[config.mk]
export PLATFORM = sky130hd
export DESIGN_NAME = seven_seg_history_display_flat
export DESIGN_NICKNAME = d
export VERILOG_FILES = /design/src/rtl/seven_seg_history_display_pkg.sv /design/src/rtl/seven_seg_history_display_if.sv /design/src/rtl/seven_seg_history_display_scan_timer.sv /design/src/rtl/seven_seg_history_display.sv /design/src/flat_wrapper.sv
export SDC_FILE = /design/constraint.sdc
export NUM_CORES = 1
export LEC_CHECK = 0
export ABC_AREA = 1
export BUFFER_PORTS_ARGS = -buffer_cell sky130_fd_sc_hd__clkbuf_2
export CORE_UTILIZATION = 50
export CTS_CLUSTER_SIZE = 16
export DETAILED_ROUTE_END_ITERATION = 8
export GPL_TIMING_DRIVEN = 0
export PLACE_DENSITY = 0.68
export SLEW_MARGIN = 40
export SYNTH_ARGS = -nofsm -noshare
export SYNTH_HDL_FRONTEND = slang
export SYNTH_SLANG_ARGS = --single-unit
[constraint.sdc]
create_clock -name clk -period 2.9 [get_ports clk]
set_input_delay 0 -clock clk [delete_from_list [all_inputs] [get_ports clk]]
set_output_delay 0 -clock clk [all_outputs]
set_load 0.05 [all_outputs]
[src/rtl/seven_seg_history_display_pkg.sv]
// Shared definitions for the seven-segment history display.
//
// Contents:
//   SEG_BLANK  - active-low pattern with every segment off
//   SEG_DASH   - active-low pattern with only segment g lit
//   seg_encode - maps a decimal digit 0..9 to its active-low segment pattern
//                (bit0 = a ... bit6 = g); any other value gives a blank digit
package seg_display_pkg;

    localparam logic [6:0] SEG_BLANK = 7'h7F;
    localparam logic [6:0] SEG_DASH  = 7'h3F;

    function automatic logic [6:0] seg_encode(input logic [3:0] value);
        logic [6:0] pattern;
        case (value)
            4'd0:    pattern = 7'h40;
            4'd1:    pattern = 7'h79;
            4'd2:    pattern = 7'h24;
            4'd3:    pattern = 7'h30;
            4'd4:    pattern = 7'h19;
            4'd5:    pattern = 7'h12;
            4'd6:    pattern = 7'h02;
            4'd7:    pattern = 7'h78;
            4'd8:    pattern = 7'h00;
            4'd9:    pattern = 7'h10;
            default: pattern = SEG_BLANK;
        endcase
        return pattern;
    endfunction

endpackage

[src/rtl/seven_seg_history_display_if.sv]
// Bundle of the classifier-side inputs and display-side outputs of the
// seven-segment history display.
//
// Signals:
//   result_valid - single-cycle strobe qualifying result_in
//   result_in    - classifier digit, legal range 0..9
//   clear        - synchronous request to empty the history
//   busy         - level; while high every digit shows a dash
//   seg          - active-low segments, bit0 = a ... bit6 = g
//   dp           - active-low decimal point
//   an           - active-low one-hot digit enable, an[0] = rightmost digit
//   fill_count   - number of valid history entries
//   bad_input    - sticky flag for rejected out-of-range results
//
// Modports: master drives the inputs and observes the outputs; slave is the
// display block itself.
interface seven_seg_history_display_if #(
    parameter int NUM_DIGITS = 4
);

    localparam int FILL_W = $clog2(NUM_DIGITS + 1);

    logic                  result_valid;
    logic [3:0]            result_in;
    logic                  clear;
    logic                  busy;
    logic [6:0]            seg;
    logic                  dp;
    logic [NUM_DIGITS-1:0] an;
    logic [FILL_W-1:0]     fill_count;
    logic                  bad_input;

    modport master (
        output result_valid, result_in, clear, busy,
        input  seg, dp, an, fill_count, bad_input
    );

    modport slave (
        input  result_valid, result_in, clear, busy,
        output seg, dp, an, fill_count, bad_input
    );

endinterface

[src/rtl/seven_seg_history_display_scan_timer.sv]
// Scan timing for the multiplexed display: a prescaler that holds each digit
// selected for REFRESH_DIV clock cycles, and a digit selector that steps
// 0..NUM_DIGITS-1 and wraps.
//
// Ports:
//   clk       - system clock
//   rst       - asynchronous active-high reset
//   digit_sel - index of the digit currently being driven
module seg_scan_timer
    import seg_display_pkg::*;
#(
    parameter int REFRESH_DIV = 100000,
    parameter int NUM_DIGITS  = 4,
    localparam int SEL_W      = (NUM_DIGITS > 1) ? $clog2(NUM_DIGITS) : 1
) (
    input  logic             clk,
    input  logic             rst,
    output logic [SEL_W-1:0] digit_sel
);

    localparam int PRE_W = (REFRESH_DIV > 1) ? $clog2(REFRESH_DIV) : 1;

    logic [PRE_W-1:0] prescale;
    logic             tick;

    // With REFRESH_DIV = 1 the prescaler is stuck at 0, so tick is always high
    // and the selector advances every cycle.
    assign tick = (prescale == PRE_W'(REFRESH_DIV - 1));

    // Explicit wrap at NUM_DIGITS-1 so non-power-of-two digit counts never
    // reach an index without a physical digit.
    always_ff @(posedge clk or posedge rst) begin
        if (rst) begin
            prescale  <= '0;
            digit_sel <= '0;
        end else if (tick) begin
            prescale  <= '0;
            digit_sel <= (digit_sel == SEL_W'(NUM_DIGITS - 1)) ? '0
                                                                : digit_sel + SEL_W'(1);
        end else begin
            prescale  <= prescale + PRE_W'(1);
        end
    end

endmodule

[src/rtl/seven_seg_history_display.sv]
// Multiplexed seven-segment driver showing the history of the last
// NUM_DIGITS classifier results. The newest result sits on the rightmost
// digit (an[0]); older results move left and the oldest falls off once the
// history is full. Unfilled digits are blank, busy shows dashes everywhere,
// and the rightmost decimal point flashes for FLASH_CYCLES after each result.
//
// Ports:
//   clk  - system clock
//   rst  - asynchronous active-high reset
//   disp - slave side of seven_seg_history_display_if (result strobe/data,
//          clear, busy in; seg, dp, an, fill_count, bad_input out)
//
// All outputs come from registers; no input reaches a pin combinationally.
module seven_seg_history_display
    import seg_display_pkg::*;
#(
    parameter int NUM_DIGITS   = 4,
    parameter int REFRESH_DIV  = 100000,
    parameter int FLASH_CYCLES = 50000000
) (
    input  logic clk,
    input  logic rst,
    seven_seg_history_display_if.slave disp
);

    localparam int FILL_W  = $clog2(NUM_DIGITS + 1);
    localparam int SEL_W   = (NUM_DIGITS > 1) ? $clog2(NUM_DIGITS) : 1;
    localparam int FLASH_W = $clog2(FLASH_CYCLES + 1);

    logic [3:0]            hist [NUM_DIGITS];
    logic [FILL_W-1:0]     fill_count;
    logic [FLASH_W-1:0]    flash_cnt;
    logic                  bad_input;
    logic [SEL_W-1:0]      digit_sel;
    logic                  accept;
    logic                  reject;
    logic [6:0]            seg_next;
    logic                  dp_next;
    logic [NUM_DIGITS-1:0] an_next;
    logic [6:0]            seg_q;
    logic                  dp_q;
    logic [NUM_DIGITS-1:0] an_q;

    seg_scan_timer #(
        .REFRESH_DIV (REFRESH_DIV),
        .NUM_DIGITS  (NUM_DIGITS)
    ) u_scan (
        .clk       (clk),
        .rst       (rst),
        .digit_sel (digit_sel)
    );

    // clear wins over a simultaneous strobe, which is then neither accepted
    // nor flagged as bad.
    assign accept = disp.result_valid && !disp.clear && (disp.result_in <= 4'd9);
    assign reject = disp.result_valid && !disp.clear && (disp.result_in >  4'd9);

    // History is left alone on clear; fill_count alone decides what is shown.
    always_ff @(posedge clk or posedge rst) begin
        if (rst) begin
            for (int i = 0; i < NUM_DIGITS; i++) hist[i] <= '0;
        end else if (accept) begin
            hist[0] <= disp.result_in;
            for (int i = 1; i < NUM_DIGITS; i++) hist[i] <= hist[i-1];
        end
    end

    always_ff @(posedge clk or posedge rst) begin
        if (rst) begin
            fill_count <= '0;
            bad_input  <= 1'b0;
        end else if (disp.clear) begin
            fill_count <= '0;
            bad_input  <= 1'b0;
        end else begin
            if (accept && (fill_count != FILL_W'(NUM_DIGITS)))
                fill_count <= fill_count + FILL_W'(1);
            if (reject)
                bad_input <= 1'b1;
        end
    end

    // Each accepted result restarts the flash window from the top.
    always_ff @(posedge clk or posedge rst) begin
        if (rst)
            flash_cnt <= '0;
        else if (disp.clear)
            flash_cnt <= '0;
        else if (accept)
            flash_cnt <= FLASH_W'(FLASH_CYCLES);
        else if (flash_cnt != '0)
            flash_cnt <= flash_cnt - FLASH_W'(1);
    end

    always_comb begin
        an_next            = '1;
        an_next[digit_sel] = 1'b0;
        seg_next           = SEG_BLANK;
        if (disp.busy)
            seg_next = SEG_DASH;
        else if (FILL_W'(digit_sel) < fill_count)
            seg_next = seg_encode(hist[digit_sel]);
        dp_next = !((digit_sel == '0) && (flash_cnt != '0) && !disp.busy);
    end

    always_ff @(posedge clk or posedge rst) begin
        if (rst) begin
            seg_q <= SEG_BLANK;
            dp_q  <= 1'b1;
            an_q  <= '1;
        end else begin
            seg_q <= seg_next;
            dp_q  <= dp_next;
            an_q  <= an_next;
        end
    end

    assign disp.seg        = seg_q;
    assign disp.dp         = dp_q;
    assign disp.an         = an_q;
    assign disp.fill_count = fill_count;
    assign disp.bad_input  = bad_input;

endmodule

[src/flat_wrapper.sv]
// flat-port wrapper written by rule: the top's interface ports become plain ports
module seven_seg_history_display_flat import seg_display_pkg::*;
#(
    parameter int NUM_DIGITS   = 4,
    parameter int REFRESH_DIV  = 100000,
    parameter int FLASH_CYCLES = 50000000
)
  (clk, rst, disp_result_valid, disp_result_in, disp_clear, disp_busy, disp_seg, disp_dp, disp_an, disp_fill_count, disp_bad_input);
  seven_seg_history_display_if #(.NUM_DIGITS(NUM_DIGITS)) disp_i ();
  input  logic clk;
  input  logic rst;
  input wire logic [$bits(disp_i.result_valid)-1:0] disp_result_valid;
  input wire logic [$bits(disp_i.result_in)-1:0] disp_result_in;
  input wire logic [$bits(disp_i.clear)-1:0] disp_clear;
  input wire logic [$bits(disp_i.busy)-1:0] disp_busy;
  output wire logic [$bits(disp_i.seg)-1:0] disp_seg;
  output wire logic [$bits(disp_i.dp)-1:0] disp_dp;
  output wire logic [$bits(disp_i.an)-1:0] disp_an;
  output wire logic [$bits(disp_i.fill_count)-1:0] disp_fill_count;
  output wire logic [$bits(disp_i.bad_input)-1:0] disp_bad_input;
  assign disp_i.result_valid = disp_result_valid;
  assign disp_i.result_in = disp_result_in;
  assign disp_i.clear = disp_clear;
  assign disp_i.busy = disp_busy;
  assign disp_seg = disp_i.seg;
  assign disp_dp = disp_i.dp;
  assign disp_an = disp_i.an;
  assign disp_fill_count = disp_i.fill_count;
  assign disp_bad_input = disp_i.bad_input;
  seven_seg_history_display #(.NUM_DIGITS(NUM_DIGITS), .REFRESH_DIV(REFRESH_DIV), .FLASH_CYCLES(FLASH_CYCLES)) u_core (.clk(clk), .rst(rst), .disp(disp_i));
endmodule
Yosys cells after proc, flatten, opt, wreduce, memory -nomap -nowiden:

Memory sizes are Yosys's and may differ from the RTL's.
Cells that the tools add are included.

* order comparisons: 6
* add/subtract/negate cells: 4
* reductions and logical operators: 15
* mux-type cells: 16
* bitwise operators: 2
* equality and inequality tests: 3

Operator list (count)
* 26-bit two-way mux: 3
* 26-bit nonzero test: 1
* 26-bit by 1-bit subtractor with 26-bit output, second input constant: 1
* 17-bit by 1-bit adder with 17-bit output, second input constant: 1
* 17-bit == test, second input constant: 1
* 17-bit two-way mux: 1
* 7-bit two-way mux: 2
* 4-bit binary-select mux with 2-bit select: 1
* 4-bit two-way mux: 2
* 1-bit logical AND: 7
* 3-bit two-way mux: 2
* 4-bit > comparator, second input constant: 1
* 4-bit less-or-equal comparator, second input constant: 1
* 4-bit inverter: 1
* 2-bit nonzero test: 2
* 3-bit by 1-bit adder with 3-bit output, second input constant: 1
* 3-bit greater-or-equal comparator, second input constant: 1
* 1-bit zero test: 3
* 2-bit by 3-bit < comparator with 1-bit output: 1
* 2-bit by 3-bit < comparator with 1-bit output, second input constant: 1
* 1-bit two-way mux: 3
* 3-bit inequality test, second input constant: 1
* 2-bit inverter with 3-bit output: 1
* 3-bit nonzero test: 1
* other kinds (6): 6

* memory bits (read-only): 112
* logic and storage cells: 59
* output and inout bits: 16
* memories: 1
* bits of input ports: 9
* register bits after elaboration: 77

Memories
* (name not given): words 16, bits a word 7, read ports 1, clocked after Yosys merged registers in 0, write ports 0, RTL line seven_seg_history_display_pkg.sv:15 `case (value)`

Longest topological paths before layout:

An unclocked memory read counts as a cell.

* depth in word-level cells: 7
* depth in mapped cells: 11
* mapped depth without buffers: 10

Hierarchy:

A second synthesis with hierarchy kept.

* cells, all modules: 580
* area total of the unflattened synthesis: 4294.1 µm²

Modules (own cells, without submodules)
* seven_seg_history_display: cells each 429, area each 3223.1 µm², seq. area each 1466.4 µm², instances 1
* seg_scan_timer: cells each 151, area each 1071.0 µm², seq. area each 475.5 µm², instances 1

Worst setup path before layout:

Ideal clock, no wire load.

* path kind: flip-flop to flip-flop
* start point: reg u_core.fill_count[1] (netlist: u_core.disp.fill_count[1])
* end point: reg u_core.seg_q[5] (netlist: u_core.disp.seg[5])
* stages on the path, launching flop included: 9
* arrival: 1616 ps
* data required time: 2818 ps
* clock period less this slack: 1699 ps
* setup time: 82 ps
* setup slack: 1201 ps
* path through: dfrtp_1 inv_1 ha_1 nand2_1 a21oi_1 a21oi_1 nand2_1 nor2_4 o21ai_1

* word-level cells in the longest chain between the ends: 3

RTL lines
* start: declaration: RTL line seven_seg_history_display.sv:31 `logic [FILL_W-1:0] fill_count;`
* start signal: assignment: RTL line seven_seg_history_display.sv:77 `fill_count <= fill_count + FILL_W'(1);`
* 2-bit by 3-bit < comparator with 1-bit output: RTL line seven_seg_history_display.sv:101 `else if (FILL_W'(digit_sel) < fill_count)`
* 7-bit two-way mux: RTL line seven_seg_history_display.sv:101
* 7-bit two-way mux: RTL line seven_seg_history_display.sv:99 `if (disp.busy)`
* net u_core.seg_next[5]: RTL line seven_seg_history_display.sv:37 `logic [6:0] seg_next;`
* end signal: assignment: RTL line seven_seg_history_display.sv:112 `seg_q <= seg_next;`
* end: declaration: RTL line seven_seg_history_display.sv:40 `logic [6:0] seg_q;`

The timed path passes the listed nets, and every way through them passes these cells.
A chain may end at the register's enable or synchronous reset.

Final worst setup path:

* start point: reg u_core.u_scan.digit_sel[1]
* end point: reg u_core.seg_q[6] (netlist: u_core.disp.seg[6])

* word-level cells in the longest chain between the ends: 7

RTL lines
* start: declaration: RTL line seven_seg_history_display_scan_timer.sv:18 `output logic [SEL_W-1:0] digit_sel`
* start signal: assignment: RTL line seven_seg_history_display_scan_timer.sv:38 `digit_sel <= (digit_sel == SEL_W'(NUM_DIGITS - 1)) ? '0`
* 2-bit inverter with 3-bit output (not written as such): RTL line seven_seg_history_display.sv:102 `seg_next = seg_encode(hist[digit_sel]);`
* 4-bit binary-select mux with 2-bit select: RTL line seven_seg_history_display.sv:102
* 4-bit two-way mux (not written as such) (2 in series): RTL line seven_seg_history_display.sv:102
* memory read 16 x 7 bit
* 7-bit two-way mux *: RTL line seven_seg_history_display.sv:101
* 7-bit two-way mux *: RTL line seven_seg_history_display.sv:99
* net u_core.seg_next[6]: RTL line seven_seg_history_display.sv:37

Mark *: on every way through the listed nets, which the timed path passes. The rest lies on a longest branch. The select of a mux whose other input is x is not followed.

==> results by group <==
Yosys
  – Post-synth EDFFs: 0
  – Asr flop ratio synth: 100%
  – Syn. warnings: 0
  – Yosys top cell area share: 38.5%
  – Synth Area in Compound Gates: 6.42%
  – XOR/XNOR Fraction of Synth Area: 4.14%
  – Unique masters post-synth: 35
  – Post-synthesis mux area share: 0%
  – Flops & latches, synth: 77
  – Primary FF master, synth: dfrtp_1
  – Post-Syn Area: 4230 sq um
  – Syn_nets: 557
  – Cell with the most instances after synthesis: nand2_1
  – Adder-cell share of the synthesized area: 4.14%
  – Cells after Synth: 534
  – Register area share after synthesis: 45.9%
  – Area contributors post-synth: dfrtp_1 (38%), nand2_1 (11%), dfstp_2 (7.5%)
  – Synth top cells by count: nand2_1 (126), nor2_1 (84), dfrtp_1 (65)
  – Largest family of logic cells by synthesized area: simple AND/OR/NAND/NOR gates
  – Syn avg cell area: 7.91 sq um
  – Yosys top cell by area: dfrtp_1
  – Area share of and/or/nand/nor cells after synthesis: 32.1%

Critical path
  – CP endpoint kind: flip-flop
  – Reg-to-reg setup timing slack: 1.01 ns
  – R2R depth: 10
  – Crit path cell chain: inv_2 > a21oi_1 > o21ai_0 > nand2_1 > inv_1 > ha_1 > o21ai_0 > nor2_1 > nor2_1 > nor2_1
  – Max incr delay on CP: 0.57 ns
  – Crit-path max FO: 8
  – Slowest CP cell: dfrtp_1
  – Crit path DAT: 2.19 ns
  – WP data required: 3.19 ns
  – RR Endpoint: u_core.disp.seg[6]$_DFF_PP1_
  – Worst r2r src: u_core.u_scan.digit_sel[1]$_DFFE_PP0N_
  – Setup crit start kind: flip-flop
  – Cell with the most instances on the worst path: nor2_1
  – Crit Path Category: flip-flop to flip-flop

Pwr
  – Net Sw Frac: 40.5%
  – Reg power frac: 38.4%
  – Pwr dens: 775 nW/um^2
  – Clock Power Share: 23.0%
  – Lkg Pwr: 2.47 nW
  – Combinational fraction of design power: 38.6%
  – Max VDD drop: 0.321 mV
  – Power Internal: 0.00220 W
  – Power Total: 0.00370 W
  – P_sw: 0.00150 W

Placed design
  – Placed standard-cell area: 4510 sq um
  – HPWL Detailed: 6590 microns
  – Routability cong.: 0.849
  – Port Buf Inserts: 23

STA
  – Tmin final: 1.89 ns
  – Slew @ Worst Pin: 0.503 ns
  – Worst clock skew: 0.00743 ns
  – Hold Fails Final Rpt: 0
  – Final setup viols: 0
  – Final worst-path cycle share: 65.3%
  – Fmax: 528 MHz
  – Setup repair after global routing missed its margin: no
  – Slew HR: 66.2%
  – Hold WS: 0.0113 ns
  – Final Slew Violations: 0

Clock tree
  – Root buffer cell: clkbuf_8
  – CTS clk-pin slew, worst paths: 0.08 ns
  – Clock Latency Late Sink: 0.36 ns
  – PostCTS Resize Cnt: 0
  – CTS HTree Levels: 3
  – Max Root-Sink Buffers: 2
  – Post-CTS Hold Fix Bufs: 6
  – CTS Sinks: 77
  – Total CTS buffers: 9
  – TritonCTS clock tree: done
  – Postcts setup bufs: 0

Detailed routing
  – Initial DRC count: 263
  – Via count: 3427
  – WL per Instance: 13.1 microns
  – Via density: 5.00
  – Final wirelength: 8950 microns
  – Detail Route Antenna Nets: 0
  – Drt first pass iters: 5
  – DR DRC count: 0

Min path
  – Hold path endpoint: u_core.disp.bad_input$_DFFE_PP0P_
  – Worst Hold Depth: 4
  – Min-delay src: disp_result_valid
  – Hold crit path type: input port to flip-flop

GRT
  – Initial antenna violation count: 0
  – First-pass GRT wire length: 15400 microns
  – Vias in the first global route: 3283
  – Largest net degree at the start of global routing: 46
  – Gr usage total: 23.0%
  – Global route total overflow: 0

Layout
  – Final net count: 598
  – Area Growth Syn to Fin: 12.8%
  – Fillers: 777
  – ANT cells: 0
  – Fraction of layout cells with a size suffix above 1: 16.2%
  – Design area: 4770 sq um

Floorplan
  – Ports: 25
  – Die X: 93.9 microns
  – Die Footprint: 8820 sq um
  – Area of the core: 8220 sq um
  – Starting Density: 51.4%
  – Row count: 33
  – Die Span Y: 93.9 microns

Flow run
  – Max-cap violations: 0

Run status
  – Status: completed
## worst max-delay path, delay by kind of cell (launching register included)
family | cells | cell delay (ns)
buffers and inverters | 2 | 0.24
adder cells (fa/ha/maj) | 1 | 0.18
flip-flops | 1 | 0.57
AO/OA/AOI/OAI | 3 | 0.48
AND/OR/NAND/NOR | 4 | 0.35
## cell families after synthesis
logic type / after synthesis
XOR/XNOR: 20
AO/OA/AOI/OAI: 49
flip-flops: 77
AND/OR/NAND/NOR: 297
buffers and inverters: 77
adder cells (fa/ha/maj): 14
## per-stage QoR
stage,cells,setup TNS (ns),worst slack (ns),util [%]
global route,685,0,0.867,58.0
CTS,685,0,1.01,58.0
floorplan,534,0,0.953,-
detailed placement,663,0,1.06,54.8
finish,685,0,1.01,58.0
global placement,662,-0.609,-0.0138,54.4
## routing by layer
metal  track usage, %  wire length, microns  vias up
li1                 -                     -     1758
met1             32.0                  4380     1604
met2             35.6                  4090       52
met3             4.13                   286       13
met4             8.85                   190        0
met5                0                     0        -
## power by group through the flow
stage / Combinational (W) / Clock [W] / Sequential [W]
2_1_floorplan: 0.00114 / 0 / 0.00144
3_3_place_gp: 0.00138 / 0 / 0.00143
3_5_place_dp: 0.00141 / 0 / 0.00143
4_1_cts: 0.00143 / 0.000861 / 0.00142
5_1_grt: 0.00164 / 0.000913 / 0.00144
6_report: 0.00143 / 0.000851 / 0.00142
## final cells by class
| class | instances | area (sq um) | share of cell area [%] |
|---|---|---|---|
| Multi-Input combinational cell | 380 | 1980 | 41.5 |
| Sequential cell | 77 | 1940 | 40.7 |
| Inverter | 66 | 253 | 5.30 |
| Timing Repair Buffer | 30 | 203 | 4.25 |
| Clock buffer | 13 | 159 | 3.33 |
| Tap cell | 105 | 131 | 2.76 |
| Buffer | 11 | 58.8 | 1.23 |
| Clock inverter | 3 | 43.8 | 0.918 |
## sequential cells by signal, summed over array words and instances (netlist names)
signal                   cells
u_core.hist                 16
u_core.u_scan.prescale      17
u_core.disp.dp               1
u_core.disp.an               4
u_core.disp.seg              7
u_core.disp.fill_count       3
u_core.disp.bad_input        1
u_core.u_scan.digit_sel      2
u_core.flash_cnt            26
## cell usage in the layout (no fill, tap or decap), types with 2 or more instances in the layout
| cell | count |
|---|---|
| a21o_1 | 3 |
| a21oi_1 | 14 |
| a21oi_2 | 3 |
| buf_2 | 8 |
| clkbuf_1 | 3 |
| clkbuf_2 | 23 |
| clkbuf_8 | 11 |
| dfrtp_1 | 65 |
| dfstp_2 | 12 |
| dlygate4sd3_1 | 6 |
| ha_1 | 14 |
| inv_1 | 62 |
| inv_2 | 3 |
| inv_6 | 2 |
| nand2_1 | 126 |
| nand2_2 | 2 |
| nand2_4 | 2 |
| nand3_1 | 31 |
| nand3_2 | 2 |
| nand4_1 | 15 |
| nor2_1 | 84 |
| nor2_2 | 12 |
| nor2_4 | 5 |
| nor3_1 | 8 |
| nor4_1 | 2 |
| o21ai_0 | 23 |
| o21ai_1 | 3 |
| or2_1 | 2 |
| or2_2 | 3 |
| xnor2_1 | 5 |
| xor2_1 | 15 |
## worst max path at each step
stage / startpoint / slack [ns] / to
6_report: u_core.u_scan.digit_sel[1]$_DFFE_PP0N_ / 1.01 / u_core.disp.seg[6]$_DFF_PP1_
5_1_grt: u_core.u_scan.digit_sel[1]$_DFFE_PP0N_ / 0.87 / u_core.disp.seg[6]$_DFF_PP1_
4_1_cts: u_core.u_scan.digit_sel[1]$_DFFE_PP0N_ / 1.01 / u_core.disp.seg[6]$_DFF_PP1_
3_5_place_dp: u_core.u_scan.digit_sel[1]$_DFFE_PP0N_ / 1.06 / u_core.disp.seg[6]$_DFF_PP1_
3_3_place_gp: rst / -0.01 / u_core.hist[3]$_DFFE_PP0P_
2_1_floorplan: rst / 0.95 / u_core.disp.bad_input$_DFFE_PP0P_
Note: power is estimated with default switching activity, not from simulation.
